[src/rtl/message_printer.sv]
// message_printer: command-driven UART hex formatter.
// Receives CMD_CHAR followed by a 32-bit little-endian operand, then prints the
// operand as 8 uppercase hex digits plus CR LF and shows its low byte on ledout.
// Optional macro PRINTER_ECHO_EN: echo every accepted rx byte before consuming the next.
module message_printer #(
  parameter logic [7:0]  CMD_CHAR   = 8'h68,
  parameter int unsigned GAP_CYCLES = 1
) (
  input  logic       clk,
  input  logic       rst,
  output logic [7:0] tx_data,
  output logic       new_tx_data,
  input  logic       tx_busy,
  input  logic [7:0] rx_data,
  input  logic       new_rx_data,
  output logic [7:0] ledout
);

  localparam int unsigned GAP_W = 4;
  localparam int unsigned IDX_W = 4;
  localparam int unsigned NUM_CHARS = 10;

  typedef enum logic [2:0] {
    IDLE,
    RECV,
    PRINT,
    WAIT
`ifdef PRINTER_ECHO_EN
    ,
    ECHO,
    EWAIT
`endif
  } state_t;

  state_t             state, state_n;
  logic [1:0]         cnt, cnt_n;
  logic [31:0]        operand, operand_n;
  logic [IDX_W-1:0]   idx, idx_n;
  logic [GAP_W-1:0]   gap_cnt, gap_cnt_n;
  logic [7:0]         tx_data_n;
  logic               new_tx_data_n;
  logic [7:0]         ledout_n;
  logic [3:0]         nib;
  logic [7:0]         cur_char;
`ifdef PRINTER_ECHO_EN
  state_t             ret_state, ret_state_n;
  logic [7:0]         echo_byte, echo_byte_n;
`endif

  function automatic logic [7:0] hex_char(input logic [3:0] n);
    return (n < 4'd10) ? (8'h30 + {4'h0, n}) : (8'h37 + {4'h0, n});
  endfunction

  // Character for the current print index: 8 hex digits MSB first, then CR LF.
  always_comb begin
    nib = 4'(operand >> (5'd28 - {idx[2:0], 2'b00}));
    if (idx == IDX_W'(8))      cur_char = 8'h0D;
    else if (idx == IDX_W'(9)) cur_char = 8'h0A;
    else                       cur_char = hex_char(nib);
  end

  // State and output registers; synchronous reset abandons any frame or print.
  always_ff @(posedge clk) begin
    if (rst) begin
      state       <= IDLE;
      cnt         <= '0;
      operand     <= '0;
      idx         <= '0;
      gap_cnt     <= '0;
      tx_data     <= '0;
      new_tx_data <= 1'b0;
      ledout      <= '0;
`ifdef PRINTER_ECHO_EN
      ret_state   <= IDLE;
      echo_byte   <= '0;
`endif
    end else begin
      state       <= state_n;
      cnt         <= cnt_n;
      operand     <= operand_n;
      idx         <= idx_n;
      gap_cnt     <= gap_cnt_n;
      tx_data     <= tx_data_n;
      new_tx_data <= new_tx_data_n;
      ledout      <= ledout_n;
`ifdef PRINTER_ECHO_EN
      ret_state   <= ret_state_n;
      echo_byte   <= echo_byte_n;
`endif
    end
  end

  // Next-state and next-output logic.
  always_comb begin
    state_n       = state;
    cnt_n         = cnt;
    operand_n     = operand;
    idx_n         = idx;
    gap_cnt_n     = gap_cnt;
    tx_data_n     = tx_data;
    new_tx_data_n = 1'b0;
    ledout_n      = ledout;
`ifdef PRINTER_ECHO_EN
    ret_state_n   = ret_state;
    echo_byte_n   = echo_byte;
`endif
    case (state)
      IDLE: begin
        if (new_rx_data && (rx_data == CMD_CHAR)) begin
          cnt_n   = '0;
          state_n = RECV;
`ifdef PRINTER_ECHO_EN
          echo_byte_n = rx_data;
          ret_state_n = RECV;
          state_n     = ECHO;
`endif
        end
      end
      RECV: begin
        if (new_rx_data) begin
          operand_n[{cnt, 3'b000} +: 8] = rx_data;
          cnt_n = cnt + 2'd1;
          if (cnt == 2'd3) begin
            ledout_n = operand[7:0];
            idx_n    = '0;
            state_n  = PRINT;
          end
`ifdef PRINTER_ECHO_EN
          echo_byte_n = rx_data;
          ret_state_n = (cnt == 2'd3) ? PRINT : RECV;
          state_n     = ECHO;
`endif
        end
      end
      PRINT: begin
        if (!tx_busy) begin
          tx_data_n     = cur_char;
          new_tx_data_n = 1'b1;
          gap_cnt_n     = '0;
          state_n       = WAIT;
        end
      end
      WAIT: begin
        if (gap_cnt == GAP_W'(GAP_CYCLES - 1)) begin
          idx_n   = idx + IDX_W'(1);
          state_n = (idx == IDX_W'(NUM_CHARS - 1)) ? IDLE : PRINT;
        end else begin
          gap_cnt_n = gap_cnt + GAP_W'(1);
        end
      end
`ifdef PRINTER_ECHO_EN
      ECHO: begin
        if (!tx_busy) begin
          tx_data_n     = echo_byte;
          new_tx_data_n = 1'b1;
          gap_cnt_n     = '0;
          state_n       = EWAIT;
        end
      end
      EWAIT: begin
        if (gap_cnt == GAP_W'(GAP_CYCLES - 1)) begin
          state_n = ret_state;
        end else begin
          gap_cnt_n = gap_cnt + GAP_W'(1);
        end
      end
`endif
      default: state_n = IDLE;
    endcase
  end

endmodule

[config.mk]
export PLATFORM = sky130hd
export DESIGN_NAME = message_printer
export DESIGN_NICKNAME = d
export VERILOG_FILES = /design/src/rtl/message_printer.sv
export SDC_FILE = /design/constraint.sdc
export NUM_CORES = 1
export LEC_CHECK = 0
export CAP_MARGIN = 20
export CORE_UTILIZATION = 40
export DETAILED_ROUTE_END_ITERATION = 10
export PLACE_DENSITY = 0.56
export REMOVE_ABC_BUFFERS = 1
export SYNTH_ARGS = -nofsm -noshare
export SYNTH_HDL_FRONTEND = slang
export SYNTH_SLANG_ARGS = --single-unit
[constraint.sdc]
create_clock -name clk -period 3.8 [get_ports clk]
set_clock_uncertainty 0.15 [all_clocks]
set_input_delay 0.76 -clock clk [delete_from_list [all_inputs] [get_ports clk]]
set_output_delay 0.76 -clock clk [all_outputs]
set_load 0.01 [all_outputs]
Word-level counts from Yosys, hierarchy flattened:

Index checks and enable logic that the tools add are counted.

* flip-flop bits (word level): 62
* latch bits: 0
* RAM bits: 0
* bits in read-only memories: 0
* input port bits: 12
* memories kept: 0

* add/subtract/negate cells: 7
* multiply operators: 0
* div/mod/pow operators: 0
* order comparisons: 1
* equal/unequal tests: 13
* shift-type cells: 3
* mux-type cells: 22
* bitwise logic cells: 2
* reductions and logical operators: 14

Operator list (count)
* 32-bit bitwise mux: 1
* 8-bit by 7-bit variable shift with 32-bit output, first input constant: 1
* 8-bit by 7-bit variable part select with 32-bit output: 1
* 32-bit by 5-bit right shift with 4-bit output: 1
* 7-bit 2-to-1 mux: 3
* 4-bit 2-to-1 mux: 5
* 4-bit one-hot mux with 2 select lines: 2
* 3-bit 2-to-1 mux: 5
* 6-bit by 4-bit adder with 7-bit output, first input constant: 2
* 2-bit inequality test, second input constant: 6
* 3-bit one-hot mux with 4 select lines: 1
* 3-bit AND reduction: 3
* 4-bit by 1-bit adder with 4-bit output, second input constant: 2
* 4-bit == test, second input constant: 2
* 8-bit by 7-bit == test with 1-bit output, second input constant: 1
* 5-bit negation with 7-bit output: 1
* 3-bit by 2-bit == test with 1-bit output, second input constant: 2
* 2-bit 2-to-1 mux: 3
* 2-bit nonzero test: 3
* 5-bit AND reduction: 1
* 5-bit subtractor, first input constant: 1
* 4-bit logical NOT: 1
* 4-bit < comparator, second input constant: 1
* 2-bit one-hot mux with 2 select lines: 1
* 10 further kinds: 12

Logic depth before layout (Yosys ltp):

Gate-level depths: netlist (run 1).

* depth after elaboration: 6
* mapped depth: 8
* depth with buffers taken out: 7

Worst setup path before layout (run 1):

No wires, ideal clock.

* kind: register -> register
* from: register idx[0]
* to: register tx_data[2]
* data arrival time: 1919 ps
* required time: 3581 ps
* slack: 1661 ps
* stages on the path, launching flop included: 9
* buffers on the path: 2
* clock period less this slack: 2139 ps
* path through: dfxtp_1 buf_6 buf_6 mux4_2 mux2i_1 ha_1 and4b_1 o221ai_1 o21ai_1

* cells in the longest elaborated chain, start to end: 6

RTL lines
* start: declaration: RTL line 38 `logic [IDX_W-1:0] idx, idx_n;`
* start signal: assignment: RTL line 81 `idx <= idx_n;`
* 5-bit subtractor: RTL line 56 `nib = 4'(operand >> (5'd28 - {idx[2:0], 2'b00}));`
* 32-bit by 5-bit right shift with 4-bit output: RTL line 56
* 6-bit by 4-bit adder with 7-bit output or 4-bit < comparator (tied branches): RTL line 51 `return (n < 4'd10) ? (8'h30 + {4'h0, n}) : (8'h37 + {4'h0, n});`
* 7-bit 2-to-1 mux: RTL line 51
* 7-bit 2-to-1 mux: RTL line 58 `else if (idx == IDX_W'(9)) cur_char = 8'h0A;`
* 7-bit 2-to-1 mux (*): RTL line 57 `if (idx == IDX_W'(8)) cur_char = 8'h0D;`
* end signal: assignment: RTL line 83 `tx_data <= tx_data_n;`
* end: declaration: RTL line 11 `output logic [7:0] tx_data,`

Every way passes the cells marked *; elsewhere a longest branch is shown, timed or not.
A chain may end at the register's enable or synchronous reset.

Worst setup path in the final report (run 1):

Same ends and word-level chain as after synthesis.

==> results of run 1 <==
==> cell usage after synthesis (2+ instances only) <==
cell type  instances
buf_6              2
nand2_1           64
nand4_1            3
mux2i_1           10
buf_4              2
xor2_1             5
and3_1             8
mux2_1             4
ha_1              12
clkbuf_1          14
nor2b_1            2
mux4_2             7
nor3_1             7
o21ai_1            5
nor3b_1            3
dfxtp_1           60
nor2_1            10
nand3_1           36
buf_1              2
inv_1              8
o21ai_0            2
nand4b_1           2
a21oi_1           50
==> flip-flops by register name, indices dropped and copies added (netlist names) <==
name,count
operand,32
ledout,8
tx_data,7
gap_cnt,4
idx,4
cnt,2
state,2
new_tx_data,1
==> cell families (layout without fill, tap and decap cells) <==
logic type | Yosys count | after routing | synth area share, %
AOI/OAI and AO/OA | 66 | 66 | 12.6
xor gates and xnor gates | 5 | 5 | 1.52
buffers and inverters | 29 | 55 | 4.59
adders and majority gates | 12 | 12 | 5.20
muxes | 23 | 23 | 11.5
and+or+nand+nor | 141 | 141 | 22.8
DFF | 60 | 60 | 41.6
other | 1 | 1 | 0.130
==> per-stage QoR <==
stage,hold slack [ns],power [uW]
final,0.298,1220
after global routing,0.318,1270
after CTS,0.303,1240
after detailed placement,0.294,678
after global placement,0.286,678
after floorplan,0.273,647
==> power breakdown <==
group          switching (uW)  internal [uW]  total, uW
logic                    22.5           12.1       34.6
registers               0.136            629        629
clock network             256            300        556
==> how the worst min path moves through the flow <==
stage,endpoint,slack [ns],from,depth (start not counted)
finish,tx_data[5],0.30,tx_data[5],2
global route,operand[28],0.32,operand[28],2
CTS,operand[14],0.30,operand[14],2
detailed placement,operand[16],0.29,operand[16],2
global placement,tx_data[5],0.29,tx_data[5],2
floorplan,operand[18],0.27,operand[18],2
==> layer usage <==
layer	track usage [%]	part of all wire, %
met1	25.7	46
met2	33.0	47
met4	7.12	2.0
met3	6.82	4.5
met5	0	0
==> area by class of cell <==
cell class	count	share of cell area, %
tap	96	3.55
inverter	8	0.888
timing repair buffer	31	8.73
clock buffer	11	3.88
sequential	60	35.5
clock inverter	5	1.55
multi-input combinational	248	45.9
==> critical path: stages, from the launching register on <==
cell	delay (ns)
dfxtp_1	0.76
buf_4	0.30
mux2_1	0.33
mux4_2	0.52
and4b_1	0.22
o221ai_1	0.15
o21ai_1	0.08
==> out/qor.yml, run 1 <==
gp_congestion: 0.807
drt-pass1-iter-count: 4
multiInputGateArea_mm2: 0.00155
grt_pass1_wl_mm: 11.5
grt_max_degree: 36
io_pins: 29
synth_top_area_share_pct: 41.6
cts-root-buf: "clkbuf_8"
hold_viol_final: 0
postRouteAntennaNets: 0
setup.worst_path.end: "tx_data[2]"
final_common_cell: "nand2_1"
area.growth.synth_to_final_pct: 17.2
status: "finished, final reports clean"
core_region_area_mm2: 0.00687
synth_edf_count: 0
drv_cap: 0
netlist_top_cells_area: "dfxtp_1, a21oi_1, nand2_1, nand3_1, mux4_2"
n_fill_cell: 691
worst_slew_pin_slew_ns: 1.06
syn_area_per_cell_um2: 8.57
dp.cells: 443
tns_ns: 0
hold_buffers: 0
start_kind: "flip-flop"
leakagePower_uw: 0.00110
antenna_found_initial: 0
fp.dieH_um: 87.0
final_cell_mix: "nand2_1, dfxtp_1, a21oi_1"
vdd_drop_max_uv: 225
cts_inserted_buffers: 9
synthArstFlopShare_pct: 0
fmax_ghz: 0.377
relSlewSlack_pct: 29.3
initial_core_util_pct: 42.0
tritoncts: "built"
wl_per_cell_um: 15.3
grt.overflow.total: 0
fin_crit_ns: 2.65
grtUsageTotal_pct: 20.5
rsz0062_at_grt: "false"
fin_util_pct: 49.3
reg2reg_slack_ns: 1.15
dpl.hpwl_mm: 4.82
fin_area_mm2: 0.00338
antennaDiodeCount: 0
clockBufferDepth: 2
setup-violations-final: 0
syn_area_mm2: 0.00289
end_kind: "flip-flop"
drt_iter0_drc: 135
syn_inst: 337
yosys.cell_types.count: 42
cp.required_ns: 3.86
cp_max_fo: 12
num_vias: 2441
clkTransAtPathRegs_ns: 0.07
rr_worst_depth: 6
yosys_most_used_dff: "dfxtp_1"
grt_pass1_vias: 2282
arrival_ns: 2.72
final_nets: 382
crit_start: "idx[0]"
min_period_over_period_pct: 69.8
chipWidth_um: 87.0
reg2reg_from: "idx[0]"
post_cts_resized: 0
worst_slack_ns: 1.15
routed_wirelength_mm: 7.01
routed_via_density: 5.32
drive_gt1_share_pct: 8.26
ys_ff_latch: 60
yosysWarnings: 0
drc: 0
powerDensity_mw_per_mm2: 360
htree_num_levels: 3
cts_sinks: 60
die_area_mm2: 0.00756
post_cts.repair.setup_buffers: 0
fin_cells: 459
ys_seq_area_share_pct: 41.6
critPathKind: "reg2reg"
placed_area_mm2: 0.00320
r2r-end: "tx_data[2]"
row_count: 30
hold_path_class: "reg2reg"
clk_latency_ns: 0.34
synth_top_cell_by_area: "dfxtp_1"
slew_viol_final: 0
io_buffers: 27
place_ws_ns: 1.02
seq_area_mm2: 0.00120
Note: power is estimated with default switching activity, not from simulation.
==> inputs of run 2 (changes only) <==
--- a/config.mk
+++ b/config.mk
@@ -8,7 +8,7 @@
 export CAP_MARGIN = 20
 export CORE_UTILIZATION = 40
 export DETAILED_ROUTE_END_ITERATION = 10
-export PLACE_DENSITY = 0.56
+export PLACE_DENSITY = 0.59
 export REMOVE_ABC_BUFFERS = 1
 export SYNTH_ARGS = -nofsm -noshare
 export SYNTH_HDL_FRONTEND = slang
==> constraint.sdc (replaced) <==
create_clock -name clk -period 2.3 [get_ports clk]
set_clock_uncertainty 0.15 [all_clocks]
set_input_delay 0.46 -clock clk [delete_from_list [all_inputs] [get_ports clk]]
set_output_delay 0.46 -clock clk [all_outputs]
set_load 0.01 [all_outputs]
==> run 2 against run 1 <==
Critical path depth is 1 higher. Design area is 4.4% higher. First-iteration DRC count is 8.1% higher. Register-to-register slack worse by 1.0 ns. Hold slack hardly changed. Worst setup slack worse by 1.0 ns. Core utilization is 2.2 points higher. Clock power is 46% higher. Clock-buffer cell count is 3 higher.
==> out/qor.yml, run 2 (synthesis results as in run 1) <==
critPathKind: "reg2reg"
final_cell_mix: "nand2_1, dfxtp_1, a21oi_1"
drive_gt1_share_pct: 12.8  # +4.5 points
setup.worst_path.end: "tx_data[2]"
min_period_over_period_pct: 94.3  # +24 points
grt.overflow.total: 0  # unchanged
routed_wirelength_mm: 7.24  # +3.2%
leakagePower_uw: 0.00120  # +8.9%
cts-root-buf: "clkbuf_8"
initial_core_util_pct: 42.0  # unchanged
fin_hold_ws_ns: 0.299  # +0.000194 ns
cts_sinks: 60  # unchanged
setup-violations-final: 0  # unchanged
io_buffers: 27  # unchanged
hold_buffers: 0  # unchanged
slew_viol_final: 0  # unchanged
grt_max_degree: 22  # -39%
rsz0062_at_grt: "false"
dpl.hpwl_mm: 5.29  # +9.8%
htree_num_levels: 3  # unchanged
status: "finished, final reports clean"
drc: 0  # unchanged
grt_pass1_vias: 2373  # +4.0%
crit_start: "idx[0]"
fp.dieH_um: 87.0  # unchanged
largest_reg_flops: 32  # unchanged
grt_pass1_wl_mm: 11.6  # +1.1%
cp.required_ns: 2.42  # -1.44 ns
antennaDiodeCount: 0  # unchanged
area.growth.synth_to_final_pct: 22.4
row_count: 30  # unchanged
fin_crit_ns: 2.17  # -0.486 ns
hold_viol_final: 0  # unchanged
chipWidth_um: 87.0  # unchanged
regMostFlops: "operand"
wl_per_cell_um: 15.1  # -1.3%
reg.largest.list: "operand x32, ledout x8, tx_data x7"
io_pins: 29  # unchanged
hold_path_class: "reg2reg"
clkTransAtPathRegs_ns: 0.06  # about the same
tns_ns: 0  # unchanged
post_cts_resized: 0  # unchanged
final_common_cell: "nand2_1"
antenna_found_initial: 0  # unchanged
core_region_area_mm2: 0.00687  # unchanged
reg2reg_slack_ns: 0.13  # -1.01 ns
vdd_drop_max_uv: 326  # +45%
reg2reg_from: "idx[0]"
tritoncts: "built"
gp_congestion: 0.829  # +2.7%
clockBufferDepth: 2  # unchanged
post_cts.repair.setup_buffers: 0  # unchanged
start_kind: "flip-flop"
postRouteAntennaNets: 0  # unchanged
r2r-end: "tx_data[2]"
cts_inserted_buffers: 9  # unchanged
n_fill_cell: 681  # -1.4%
num_vias: 2532  # +3.7%
powerDensity_mw_per_mm2: 544  # +51%
grtUsageTotal_pct: 20.9  # +0.41 points
fmax_ghz: 0.461  # +22%
cp_max_fo: 20  # +8
end_kind: "flip-flop"
rr_worst_depth: 7  # +1
drt_iter0_drc: 146  # +8.1%
final_nets: 403  # +5.5%
clk_latency_ns: 0.34  # about the same
drv_cap: 0  # unchanged
routed_via_density: 5.28  # -0.81%
drt-pass1-iter-count: 4  # unchanged
arrival_ns: 2.29  # -0.43 ns
die_area_mm2: 0.00756  # unchanged
[run 2: cell type report]
class / count / area [um2] / area share (%)
clock buffers: 14 / 153 / 4.32
clock inverters: 2 / 10.0 / 0.283
inverters: 8 / 30.0 / 0.850
multi-input cells: 248 / 1550 / 44.0
flip-flops and latches: 60 / 1200 / 34.0
well taps: 96 / 120 / 3.40
repair buffers: 52 / 465 / 13.2
[run 2: how the worst min path moves through the flow]
stage                      from           to  slack [ns]  cells past startpoint
floorplan           operand[18]  operand[18]        0.27                      2
global placement    operand[22]  operand[22]        0.29                      2
detailed placement  operand[12]  operand[12]        0.29                      2
CTS                 operand[12]  operand[12]        0.30                      2
global route          ledout[6]    ledout[6]        0.32                      2
finish               tx_data[6]   tx_data[6]        0.30                      2
[run 2: per-layer routing]
layer | vias up | wire (um) | GRT usage, %
li1 | 1269 | - | -
met1 | 1183 | 3410 | 25.8
met2 | 65 | 3440 | 34.4
met3 | 15 | 285 | 6.35
met4 | 0 | 105 | 7.58
met5 | - | 0 | 0
[run 2: worst max-delay path: stages, from the launching register on]
cell,delay [ns]
dfxtp_1,0.35
buf_12,0.18
mux4_2,0.50
mux2i_1,0.25
ha_1,0.24
and4b_1,0.20
o221ai_1,0.11
o21ai_1,0.10
[run 2: through the flow]
| stage | total power (uW) | util [%] | cells | area, um2 | worst slack [ns] |
|---|---|---|---|---|---|
| floorplan | 1070 | - | 316 | 2780 | -0.124 |
| global placement | 1130 | 49.1 | 464 | 3370 | 0.0632 |
| detailed placement | 1130 | 49.1 | 464 | 3370 | 0.0567 |
| CTS | 1940 | 51.4 | 480 | 3530 | 0.130 |
| global route | 2000 | 51.4 | 480 | 3530 | 0.0332 |
| finish | 1920 | 51.4 | 480 | 3530 | 0.132 |
[run 2: power by group]
group / switching, uW / internal, uW
sequential: 0.227 / 1040
combinational: 39.8 / 31.9
clock: 394 / 418
